### config.mk
export PLATFORM = sky130hd
export DESIGN_NAME = serial_cla_adder
export DESIGN_NICKNAME = d
export VERILOG_FILES = /design/src/rtl/serial_cla_adder.sv
export SDC_FILE = /design/constraint.sdc
export NUM_CORES = 1
export LEC_CHECK = 0
export ABC_CLOCK_PERIOD_IN_PS = 2700
export CAP_MARGIN = 10
export CORE_MARGIN = 3
export CORE_UTILIZATION = 48
export CTS_BUF_LIST = sky130_fd_sc_hd__clkbuf_4 sky130_fd_sc_hd__clkbuf_8 sky130_fd_sc_hd__clkbuf_16
export DETAILED_ROUTE_END_ITERATION = 10
export PLACE_DENSITY_LB_ADDON = 0.15
export SYNTH_ARGS = -nofsm -noshare
export SYNTH_HDL_FRONTEND = slang
export SYNTH_SLANG_ARGS = --single-unit
### constraint.sdc
create_clock -name clk -period 2.7 [get_ports clk]
set_clock_uncertainty 0.05 [all_clocks]
set_input_delay 0.54 -clock clk [delete_from_list [all_inputs] [get_ports clk]]
set_output_delay 0.54 -clock clk [all_outputs]
set_load 0.05 [all_outputs]
### src/rtl/serial_cla_adder.sv
// Multi-cycle adder that walks the operands LSB-first, one 2-bit CLA slice per clock.
// Latency NSLICE+1 cycles from start to done; start is ignored while RUN.
module serial_cla_adder #(
  parameter int WIDTH = 16
) (
  input  logic             clk,
  input  logic             rst,
  input  logic             start,
  input  logic [WIDTH-1:0] a,
  input  logic [WIDTH-1:0] b,
  input  logic             c_in,
  output logic             busy,
  output logic             done,
  output logic [WIDTH-1:0] sum,
  output logic             c_out,
  output logic             overflow
);

  localparam int NSLICE = WIDTH / 2;
  localparam int IDXW   = (NSLICE > 1) ? $clog2(NSLICE) : 1;

  typedef enum logic [1:0] {S_IDLE, S_RUN, S_DONE} state_t;

  state_t           state_q, state_d;
  logic [IDXW-1:0]  idx_q, idx_d;
  logic             carry_q, carry_d;
  logic [WIDTH-1:0] a_q, a_d;
  logic [WIDTH-1:0] b_q, b_d;
  logic [WIDTH-1:0] partial_q, partial_d;
  logic [WIDTH-1:0] sum_q, sum_d;
  logic             c_out_q, c_out_d;
  logic             overflow_q, overflow_d;

  logic             accept;
  logic             last_slice;
  logic [1:0]       ak, bk, s;
  logic             c1, g_out, p_out, carry_next;
  logic [WIDTH-1:0] partial_next;

  assign accept     = start && (state_q != S_RUN);
  assign last_slice = (idx_q == IDXW'(NSLICE - 1));

  // State register
  always_ff @(posedge clk or posedge rst) begin
    if (rst) begin
      state_q <= S_IDLE;
    end else begin
      state_q <= state_d;
    end
  end

  // Next-state logic
  always_comb begin
    state_d = state_q;
    case (state_q)
      S_IDLE:  if (start) state_d = S_RUN;
      S_RUN:   if (last_slice) state_d = S_DONE;
      S_DONE:  state_d = start ? S_RUN : S_IDLE;
      default: state_d = S_IDLE;
    endcase
  end

  // Output logic
  always_comb begin
    busy = (state_q == S_RUN);
    done = (state_q == S_DONE);
  end

  // One 2-bit CLA slice on the current index
  always_comb begin
    ak         = a_q[{idx_q, 1'b0} +: 2];
    bk         = b_q[{idx_q, 1'b0} +: 2];
    c1         = (ak[0] & bk[0]) | ((ak[0] ^ bk[0]) & carry_q);
    s          = {ak[1] ^ bk[1] ^ c1, ak[0] ^ bk[0] ^ carry_q};
    g_out      = (ak[1] & bk[1]) | ((ak[1] ^ bk[1]) & ak[0] & bk[0]);
    p_out      = (ak[1] ^ bk[1]) & (ak[0] ^ bk[0]);
    carry_next = g_out | (p_out & carry_q);
    partial_next                    = partial_q;
    partial_next[{idx_q, 1'b0} +: 2] = s;
  end

  always_comb begin
    idx_d      = idx_q;
    carry_d    = carry_q;
    a_d        = a_q;
    b_d        = b_q;
    partial_d  = partial_q;
    sum_d      = sum_q;
    c_out_d    = c_out_q;
    overflow_d = overflow_q;
    if (accept) begin
      a_d     = a;
      b_d     = b;
      carry_d = c_in;
      idx_d   = '0;
    end else if (state_q == S_RUN) begin
      partial_d = partial_next;
      carry_d   = carry_next;
      idx_d     = last_slice ? '0 : idx_q + 1'b1;
      if (last_slice) begin
        sum_d      = partial_next;
        c_out_d    = carry_next;
        overflow_d = (a_q[WIDTH-1] == b_q[WIDTH-1]) &&
                     (partial_next[WIDTH-1] != a_q[WIDTH-1]);
      end
    end
  end

  always_ff @(posedge clk or posedge rst) begin
    if (rst) begin
      idx_q      <= '0;
      carry_q    <= 1'b0;
      a_q        <= '0;
      b_q        <= '0;
      partial_q  <= '0;
      sum_q      <= '0;
      c_out_q    <= 1'b0;
      overflow_q <= 1'b0;
    end else begin
      idx_q      <= idx_d;
      carry_q    <= carry_d;
      a_q        <= a_d;
      b_q        <= b_d;
      partial_q  <= partial_d;
      sum_q      <= sum_d;
      c_out_q    <= c_out_d;
      overflow_q <= overflow_d;
    end
  end

  assign sum      = sum_q;
  assign c_out    = c_out_q;
  assign overflow = overflow_q;

endmodule

==> results of run 1 <==
path summary, 6_finish.rpt:
check	slack (ps)	endpoint	depth (start not counted)
max	150	overflow	7
min	430	sum[14]	2
max reg2reg	150	overflow	7
min reg2reg	430	sum[14]	2
max in group asynchronous	1580	b_q[12]	3
min in group asynchronous	440	sum[12]	2
flip-flops by register name (all words and copies together), names as in the netlist:
| signal | count |
|---|---|
| a_q | 16 |
| b_q | 16 |
| partial_q | 16 |
| sum | 16 |
| idx_q | 3 |
| state_q | 2 |
| c_out | 1 |
| carry_q | 1 |
| overflow | 1 |
worst register-to-register path: stages (launching register included):
cell and delay, ps:
dfrtp_2 430, mux4_2 510, mux2_2 320, fa_2 390
xor2_2 200, mux2i_2 110, or3_1 310, a31oi_1 160
cell families after synthesis:
group,Yosys count,synth area share (%)
AO/OA/AOI/OAI,29,4.921
AND/OR/NAND/NOR,57,8.878
adder cells (fa/ha/maj),7,2.812
buffers and inverters,22,2.959
XOR/XNOR,1,0.4811
flip-flops,72,53.27
multiplexers,74,26.67
cell usage in the layout (no fill, tap or decap), types with 2 or more instances in the layout:
cell type        instances
nand2_1                 31
mux2i_1                 16
nand3b_1                 2
nand2b_1                 2
a31oi_1                  2
nor2b_1                  2
dfrtp_1                 71
buf_12                   3
clkbuf_8                10
mux2_2                  48
nand3_1                  6
o21ai_0                 18
o31ai_1                  4
inv_1                    6
clkbuf_4                 2
buf_4                   13
clkinv_2                 4
or3_1                    2
clkdlybuf4s50_1         54
nor2_1                   4
mux4_2                   8
ha_1                     6
a21oi_1                  2
nand4_1                  2
repair_timing:
item                                    4_1_cts  5_1_grt
cloned                                        0        0
resized for setup                             1        2
endpoints found under the setup margin        1        1
pin swaps                                     0        0
area by class of cell:
class                           count  share of cell area [%]
Sequential cell                    72                   41.90
Multi-Input combinational cell    168                   34.55
Timing Repair Buffer               70                   16.23
Clock buffer                       12                   3.548
Tap cell                           93                   2.704
Inverter                            7                  0.6106
Clock inverter                      4                  0.4653
metrics by stage:
stage | cell area (um2) | hold slack [ps]
2_1_floorplan | 3382 | 399.2
3_3_place_gp | 4123 | 413.7
3_5_place_dp | 4123 | 419.6
4_1_cts | 4297 | 435.8
5_1_grt | 4303 | 464.0
6_report | 4303 | 427.3
report_power, final:
part           switching [mW]  internal [mW]  total, mW
logic                    1.98           1.70       3.67
registers               0.300           1.60       1.90
clock network           0.384          0.373      0.757
routing by layer:
layer | track usage, % | up-vias | share of wire (%)
li1 | - | 1067 | -
met1 | 25.44 | 1086 | 49
met2 | 26.44 | 49 | 45
met3 | 3.673 | 13 | 4.3
met4 | 8.418 | 0 | 2.1
met5 | 0 | - | 0
==> metrics.txt, run 1 <==
# TYPE chip_impl_metric gauge
chip_impl_metric{name="timing.critical_path.required",unit="ps"} 2920
chip_impl_metric{name="flops_latches_synth",unit=""} 72
chip_impl_metric{name="dr_total_vias",unit=""} 2215
chip_impl_metric{name="via_count_of_the_first_global_routing_pass",unit=""} 2273
chip_impl_metric{name="ys_warn_count",unit=""} 0
chip_impl_metric{name="routed_wirelength",unit="mm"} 6.793
chip_impl_metric{name="utilization",unit="%"} 65.16
chip_impl_metric{name="period_minus_slack",unit="ps"} 2555
chip_impl_metric{name="post_route_drc",unit=""} 0
chip_impl_metric{name="maximum_number_of_pins_on_one_net_before_global_route_repair",unit=""} 33
chip_impl_metric{name="synth-seq-area-share",unit="%"} 53.27
chip_impl_info{name="cts_tree",value="done"} 1
chip_impl_info{name="yosys_most_used_dff",value="dfrtp_1"} 1
chip_impl_metric{name="nets_finish",unit=""} 371
chip_impl_metric{name="cts_htree_levels",unit=""} 3
chip_impl_metric{name="cts_hold_repair.buffers",unit=""} 0
chip_impl_metric{name="grt_antenna_before_repair",unit=""} 0
chip_impl_metric{name="timing_max_transition_violations_final",unit=""} 0
chip_impl_metric{name="clock_sink_count",unit=""} 72
chip_impl_metric{name="power.static_leakage",unit="nW"} 1.884
chip_impl_metric{name="die_x",unit="um"} 89.94
chip_impl_metric{name="power",unit="mW"} 6.333
chip_impl_metric{name="timing.setup.tns",unit="ps"} 0
chip_impl_info{name="root_buffer",value="clkbuf_8"} 1
chip_impl_metric{name="floorplan.die_area",unit="um2"} 8089
chip_impl_info{name="cp-start-kind",value="register"} 1
chip_impl_metric{name="grt.total_usage",unit="%"} 17.89
chip_impl_metric{name="peakVddDrop",unit="V"} 0.0007150
chip_impl_metric{name="async_reset_ff_share",unit="%"} 100.0
chip_impl_info{name="critPathLaunch",value="idx_q[0]"} 1
chip_impl_metric{name="post_cts_buffers",unit=""} 0
chip_impl_metric{name="worst_path_largest_cell_delay",unit="ps"} 510
chip_impl_metric{name="final_replace_weighted_congestion",unit=""} 0.8087
chip_impl_metric{name="drv.max_cap_violation_count",unit=""} 0
chip_impl_metric{name="dpl.hpwl",unit="mm"} 4.902
chip_impl_metric{name="syn_inst",unit=""} 262
chip_impl_metric{name="io-pin-count",unit=""} 56
chip_impl_metric{name="vias_per_cell",unit=""} 5.200
chip_impl_metric{name="sequential_cell_area",unit="um2"} 1803
chip_impl_info{name="critPathTopFamily",value="multiplexers"} 1
chip_impl_metric{name="tightest_slew",unit="ps"} 507.7
chip_impl_metric{name="antenna_cells",unit=""} 0
chip_impl_info{name="synth_top_cells_by_area",value="dfrtp_1, mux2_2, mux4_2"} 1
chip_impl_metric{name="synthToLayoutAreaGrowth",unit="%"} 27.23
chip_impl_metric{name="ant_nets",unit=""} 0
chip_impl_metric{name="die_height",unit="um"} 89.94
chip_impl_metric{name="yosysUniqueCellTypes",unit=""} 34
chip_impl_info{name="hold_path_class",value="register to register"} 1
chip_impl_metric{name="finalCritPeriodShare",unit="%"} 94.63
chip_impl_metric{name="crit_path_max_fanout",unit=""} 5
chip_impl_metric{name="path_clk_slew",unit="ps"} 70
chip_impl_info{name="ys_top_cells_by_count",value="dfrtp_1, mux2_2, nand2_1, o21ai_0, mux2i_1"} 1
chip_impl_info{name="endpoint_kind",value="register"} 1
chip_impl_metric{name="synth.cell_area",unit="um2"} 3382
chip_impl_metric{name="postSynthNetCount",unit=""} 305
chip_impl_metric{name="portBuffers",unit=""} 55
chip_impl_metric{name="timing.critical_path.arrival",unit="ps"} 2770
chip_impl_metric{name="detailedPlace.worstSlack",unit="ps"} 10.59
chip_impl_metric{name="setup_violations",unit=""} 0
chip_impl_info{name="launch_point_of_the_worst_hold_path",value="sum[14]"} 1
chip_impl_metric{name="nFillCells",unit=""} 545
chip_impl_metric{name="start_util",unit="%"} 51.21
chip_impl_metric{name="synth_enable_flop_cells",unit=""} 0
chip_impl_metric{name="avgSynthCellArea",unit="um2"} 12.91
chip_impl_metric{name="power_density",unit="nW/um2"} 1472
chip_impl_metric{name="std_cell_rows",unit=""} 29
chip_impl_info{name="crit_chain",value="mux4_2 > mux2_2 > fa_2 > xor2_2 > mux2i_2 > or3_1 > a31oi_1"} 1
chip_impl_metric{name="drive_above_1_share",unit="%"} 29.43
chip_impl_metric{name="multi_input_combinational_cell_area",unit="um2"} 1486
chip_impl_metric{name="worstSkewPairLatency",unit="ps"} 340
chip_impl_metric{name="first_iter_violations",unit=""} 102
chip_impl_metric{name="worst_slew_margin",unit="%"} 66.05
chip_impl_metric{name="synth_top_cell_area_share",unit="%"} 53.27
chip_impl_metric{name="detail_route.first_pass.iterations",unit=""} 4
chip_impl_info{name="path_class",value="register to register"} 1
chip_impl_metric{name="global_route_wire_length_before_repair",unit="mm"} 11.44
chip_impl_info{name="netlist.top_cell.by_area",value="dfrtp_1"} 1
chip_impl_info{name="r2r_start",value="idx_q[0]"} 1
chip_impl_metric{name="numPlacedInstances",unit=""} 410
chip_impl_metric{name="f_max",unit="GHz"} 0.3914
chip_impl_info{name="status",value="complete, no violations"} 1
chip_impl_metric{name="maximum_count_of_clock_buffers_along_a_single_path",unit=""} 2
chip_impl_info{name="crit_path_top_delay_cell",value="mux4_2"} 1
chip_impl_metric{name="gr-total-overflow",unit=""} 0
chip_impl_metric{name="core-area",unit="um2"} 6604
chip_impl_info{name="yosysMostFrequentCell",value="dfrtp_1"} 1
chip_impl_metric{name="hold_viol",unit=""} 0
chip_impl_metric{name="wl_per_cell",unit="um"} 15.95
chip_impl_metric{name="instances_no_fill",unit=""} 426
chip_impl_metric{name="inserted_clock_buffers",unit=""} 9
chip_impl_metric{name="path_buf_inv",unit=""} 0
chip_impl_metric{name="worst_slack",unit="ps"} 145.1
Power figures use the tool's default switching activity.
==> inputs of run 2 (changes only) <==
--- a/config.mk
+++ b/config.mk
@@ -12,6 +12,7 @@
 export CTS_BUF_LIST = sky130_fd_sc_hd__clkbuf_4 sky130_fd_sc_hd__clkbuf_8 sky130_fd_sc_hd__clkbuf_16
 export DETAILED_ROUTE_END_ITERATION = 10
 export PLACE_DENSITY_LB_ADDON = 0.15
+export SLEW_MARGIN = 15
 export SYNTH_ARGS = -nofsm -noshare
 export SYNTH_HDL_FRONTEND = slang
 export SYNTH_SLANG_ARGS = --single-unit
==> results of run 2 <==
The final DEF is identical to that of run 1; final timing and power are the same.
==> inputs of run 3 (changes only) <==
--- a/config.mk
+++ b/config.mk
@@ -5,6 +5,7 @@
 export SDC_FILE = /design/constraint.sdc
 export NUM_CORES = 1
 export LEC_CHECK = 0
+export ABC_AREA = 1
 export ABC_CLOCK_PERIOD_IN_PS = 2700
 export CAP_MARGIN = 10
 export CORE_MARGIN = 3
==> run 3 against run 2 <==
Sequential cell count is the same. Sequential power shrank 4%. Synthesized cell count grew 47%. Core utilization shrank 3.2 points. First-iteration DRC count grew 45%. Critical path depth grew 4.
==> metrics.txt, run 3 <==
# TYPE chip_impl_metric gauge
chip_impl_info{name="status",value="complete, no violations"} 1
chip_impl_metric{name="power_density",unit="nW/um2"} 1380
chip_impl_metric{name="peakVddDrop",unit="V"} 0.0006196
chip_impl_metric{name="drv.max_cap_violation_count",unit=""} 0
chip_impl_metric{name="setup_violations",unit=""} 0
chip_impl_metric{name="period_minus_slack",unit="ps"} 2416
chip_impl_metric{name="first_iter_violations",unit=""} 148
chip_impl_metric{name="detail_route.first_pass.iterations",unit=""} 5
chip_impl_metric{name="worst_slew_margin",unit="%"} 64.50
chip_impl_metric{name="floorplan.die_area",unit="um2"} 8282
chip_impl_info{name="final_common_cell",value="nand2_1"} 1
chip_impl_metric{name="ant_nets",unit=""} 0
chip_impl_info{name="endpoint_kind",value="register"} 1
chip_impl_info{name="yosys_most_used_dff",value="dfrtp_1"} 1
chip_impl_metric{name="die_height",unit="um"} 91.01
chip_impl_metric{name="synth_top_cell_area_share",unit="%"} 51.95
chip_impl_metric{name="crit_path_max_fanout",unit=""} 12
chip_impl_info{name="grt_setup_unrepaired",value="no"} 1
chip_impl_metric{name="cts_hold_repair.buffers",unit=""} 0
chip_impl_metric{name="core-area",unit="um2"} 6907
chip_impl_info{name="root_buffer",value="clkbuf_8"} 1
chip_impl_metric{name="post_dp_cell_area",unit="um2"} 4090
chip_impl_metric{name="finish.instance_area",unit="um2"} 4282
chip_impl_info{name="netlist.top_cell.by_area",value="dfrtp_1"} 1
chip_impl_metric{name="path_clk_slew",unit="ps"} 70
chip_impl_metric{name="final_replace_weighted_congestion",unit=""} 0.7924
chip_impl_info{name="yosysMostFrequentCell",value="nand2_1"} 1
chip_impl_metric{name="finalCritPeriodShare",unit="%"} 89.47
chip_impl_metric{name="postSynthNetCount",unit=""} 429
chip_impl_metric{name="portBuffers",unit=""} 55
chip_impl_metric{name="vias_per_cell",unit=""} 4.895
chip_impl_metric{name="hold_viol",unit=""} 0
chip_impl_info{name="ys_top_cells_by_count",value="nand2_1, dfrtp_1, nor2_1, inv_1, o21ai_1"} 1
chip_impl_metric{name="dr_total_vias",unit=""} 2658
chip_impl_metric{name="antenna_cells",unit=""} 0
chip_impl_metric{name="synth.cell_area",unit="um2"} 3468
chip_impl_metric{name="f_max",unit="GHz"} 0.4140
chip_impl_metric{name="grt_antenna_before_repair",unit=""} 0
chip_impl_metric{name="start_util",unit="%"} 50.22
chip_impl_metric{name="global_route_wire_length_before_repair",unit="mm"} 12.07
chip_impl_info{name="cts_tree",value="done"} 1
chip_impl_metric{name="routed_wirelength",unit="mm"} 6.733
chip_impl_metric{name="maximum_count_of_clock_buffers_along_a_single_path",unit=""} 2
chip_impl_metric{name="holdWs",unit="ps"} 432.5
chip_impl_metric{name="tightest_slew",unit="ps"} 531.8
chip_impl_metric{name="synth_enable_flop_cells",unit=""} 0
chip_impl_info{name="hold_path_class",value="register to register"} 1
chip_impl_metric{name="io-pin-count",unit=""} 56
chip_impl_metric{name="timing.critical_path.required",unit="ps"} 2870
chip_impl_metric{name="post_route_drc",unit=""} 0
chip_impl_metric{name="flops_latches_synth",unit=""} 72
chip_impl_metric{name="timing.setup.tns",unit="ps"} 0
chip_impl_metric{name="post_cts_buffers",unit=""} 0
chip_impl_metric{name="synthToLayoutAreaGrowth",unit="%"} 23.45
chip_impl_metric{name="gr-total-overflow",unit=""} 0
chip_impl_metric{name="via_count_of_the_first_global_routing_pass",unit=""} 2604
chip_impl_metric{name="cts_htree_levels",unit=""} 3
chip_impl_metric{name="std_cell_rows",unit=""} 30
chip_impl_info{name="layout.cells.most_common_list",value="nand2_1, dfrtp_1, clkdlybuf4s50_1"} 1
chip_impl_metric{name="timing_max_transition_violations_final",unit=""} 0
chip_impl_info{name="cp-start-kind",value="register"} 1
chip_impl_metric{name="clock_sink_count",unit=""} 72
chip_impl_info{name="path_class",value="register to register"} 1
chip_impl_metric{name="maximum_number_of_pins_on_one_net_before_global_route_repair",unit=""} 73
chip_impl_metric{name="worstSkewPairLatency",unit="ps"} 340
chip_impl_metric{name="die_x",unit="um"} 91.01
chip_impl_metric{name="grt.total_usage",unit="%"} 17.94
chip_impl_metric{name="syn_inst",unit=""} 386
chip_impl_metric{name="drive_above_1_share",unit="%"} 13.65
chip_impl_metric{name="power.static_leakage",unit="nW"} 1.976
chip_impl_metric{name="async_reset_ff_share",unit="%"} 100.0
chip_impl_metric{name="synth-seq-area-share",unit="%"} 51.95
chip_impl_metric{name="ys_warn_count",unit=""} 0
chip_impl_metric{name="timing.critical_path.arrival",unit="ps"} 2580
chip_impl_metric{name="inserted_clock_buffers",unit=""} 9
chip_impl_metric{name="nets_finish",unit=""} 485
chip_impl_metric{name="power",unit="mW"} 5.908
chip_impl_metric{name="yosysUniqueCellTypes",unit=""} 33
chip_impl_metric{name="cts_resized",unit=""} 0
chip_impl_info{name="synth_top_cells_by_area",value="dfrtp_1, nand2_1, o21ai_1"} 1
chip_impl_metric{name="avgSynthCellArea",unit="um2"} 8.985
chip_impl_metric{name="dpl.hpwl",unit="mm"} 4.811
chip_impl_metric{name="wl_per_cell",unit="um"} 12.40
==> run 3: critical path, stage by stage, from the launching register on <==
cell     delay, ps
dfrtp_1        590
inv_2          210
nand3_1        130
nand2_1         60
nand2_1         60
nand2_1        110
fa_1           430
xnor2_2        180
buf_4          170
nor2_1          50
a21oi_1        170
o21ai_1         80
==> run 3: power breakdown <==
group / leakage [nW] / switching [mW] / internal [mW]
clock network: 0.104 / 0.386 / 0.454
registers: 0.871 / 0.264 / 1.57
logic: 1.00 / 2.08 / 1.16
==> run 3: cell families after synthesis <==
kind of cell,count (synthesis),synth area share (%)
AND/OR/NAND/NOR,150,19.30
AO/OA/AOI/OAI,89,14.43
flip-flops,72,51.95
buffers and inverters,56,7.540
multiplexers,11,3.571
adder cells (fa/ha/maj),7,2.742
XOR/XNOR,1,0.4691
==> run 3: final timing paths <==
kind / slack, ps / to / startpoint / cells after the start
max in group asynchronous: 1760 / partial_q[2] / rst / 3
max reg2reg: 280 / partial_q[5] / idx_q[1] / 11
min in group asynchronous: 530 / partial_q[6] / rst / 3
min: 430 / sum[0] / sum[0] / 2
max: 280 / partial_q[5] / idx_q[1] / 11
min reg2reg: 430 / sum[0] / sum[0] / 2
==> run 3: cell type report <==
| class | count | area [um2] |
|---|---|---|
| Multi-Input combinational cell | 258 | 1405 |
| Sequential cell | 72 | 1802 |
| Fill cell | 625 | 2625 |
| Clock buffer | 12 | 146.4 |
| Tap cell | 96 | 120.1 |
| Timing Repair Buffer | 61 | 605.6 |
| Inverter | 40 | 157.7 |
| Clock inverter | 4 | 45.04 |
==> run 3: through the flow <==
stage	worst slack, ps	utilization, %	cells
floorplan	285.1	-	386
global placement	388.0	59.22	527
detailed placement	318.8	59.22	527
CTS	290.3	61.99	543
global route	85.32	61.99	543
finish	284.3	61.99	543
==> run 3: per-layer routing <==
metal | part of all wire, % | vias to the layer above | track usage, %
met5 | 0 | - | 0
met4 | 2.0 | 0 | 7.663
met3 | 3.3 | 9 | 3.894
met2 | 48 | 45 | 28.76
met1 | 47 | 1238 | 23.50
li1 | - | 1366 | -
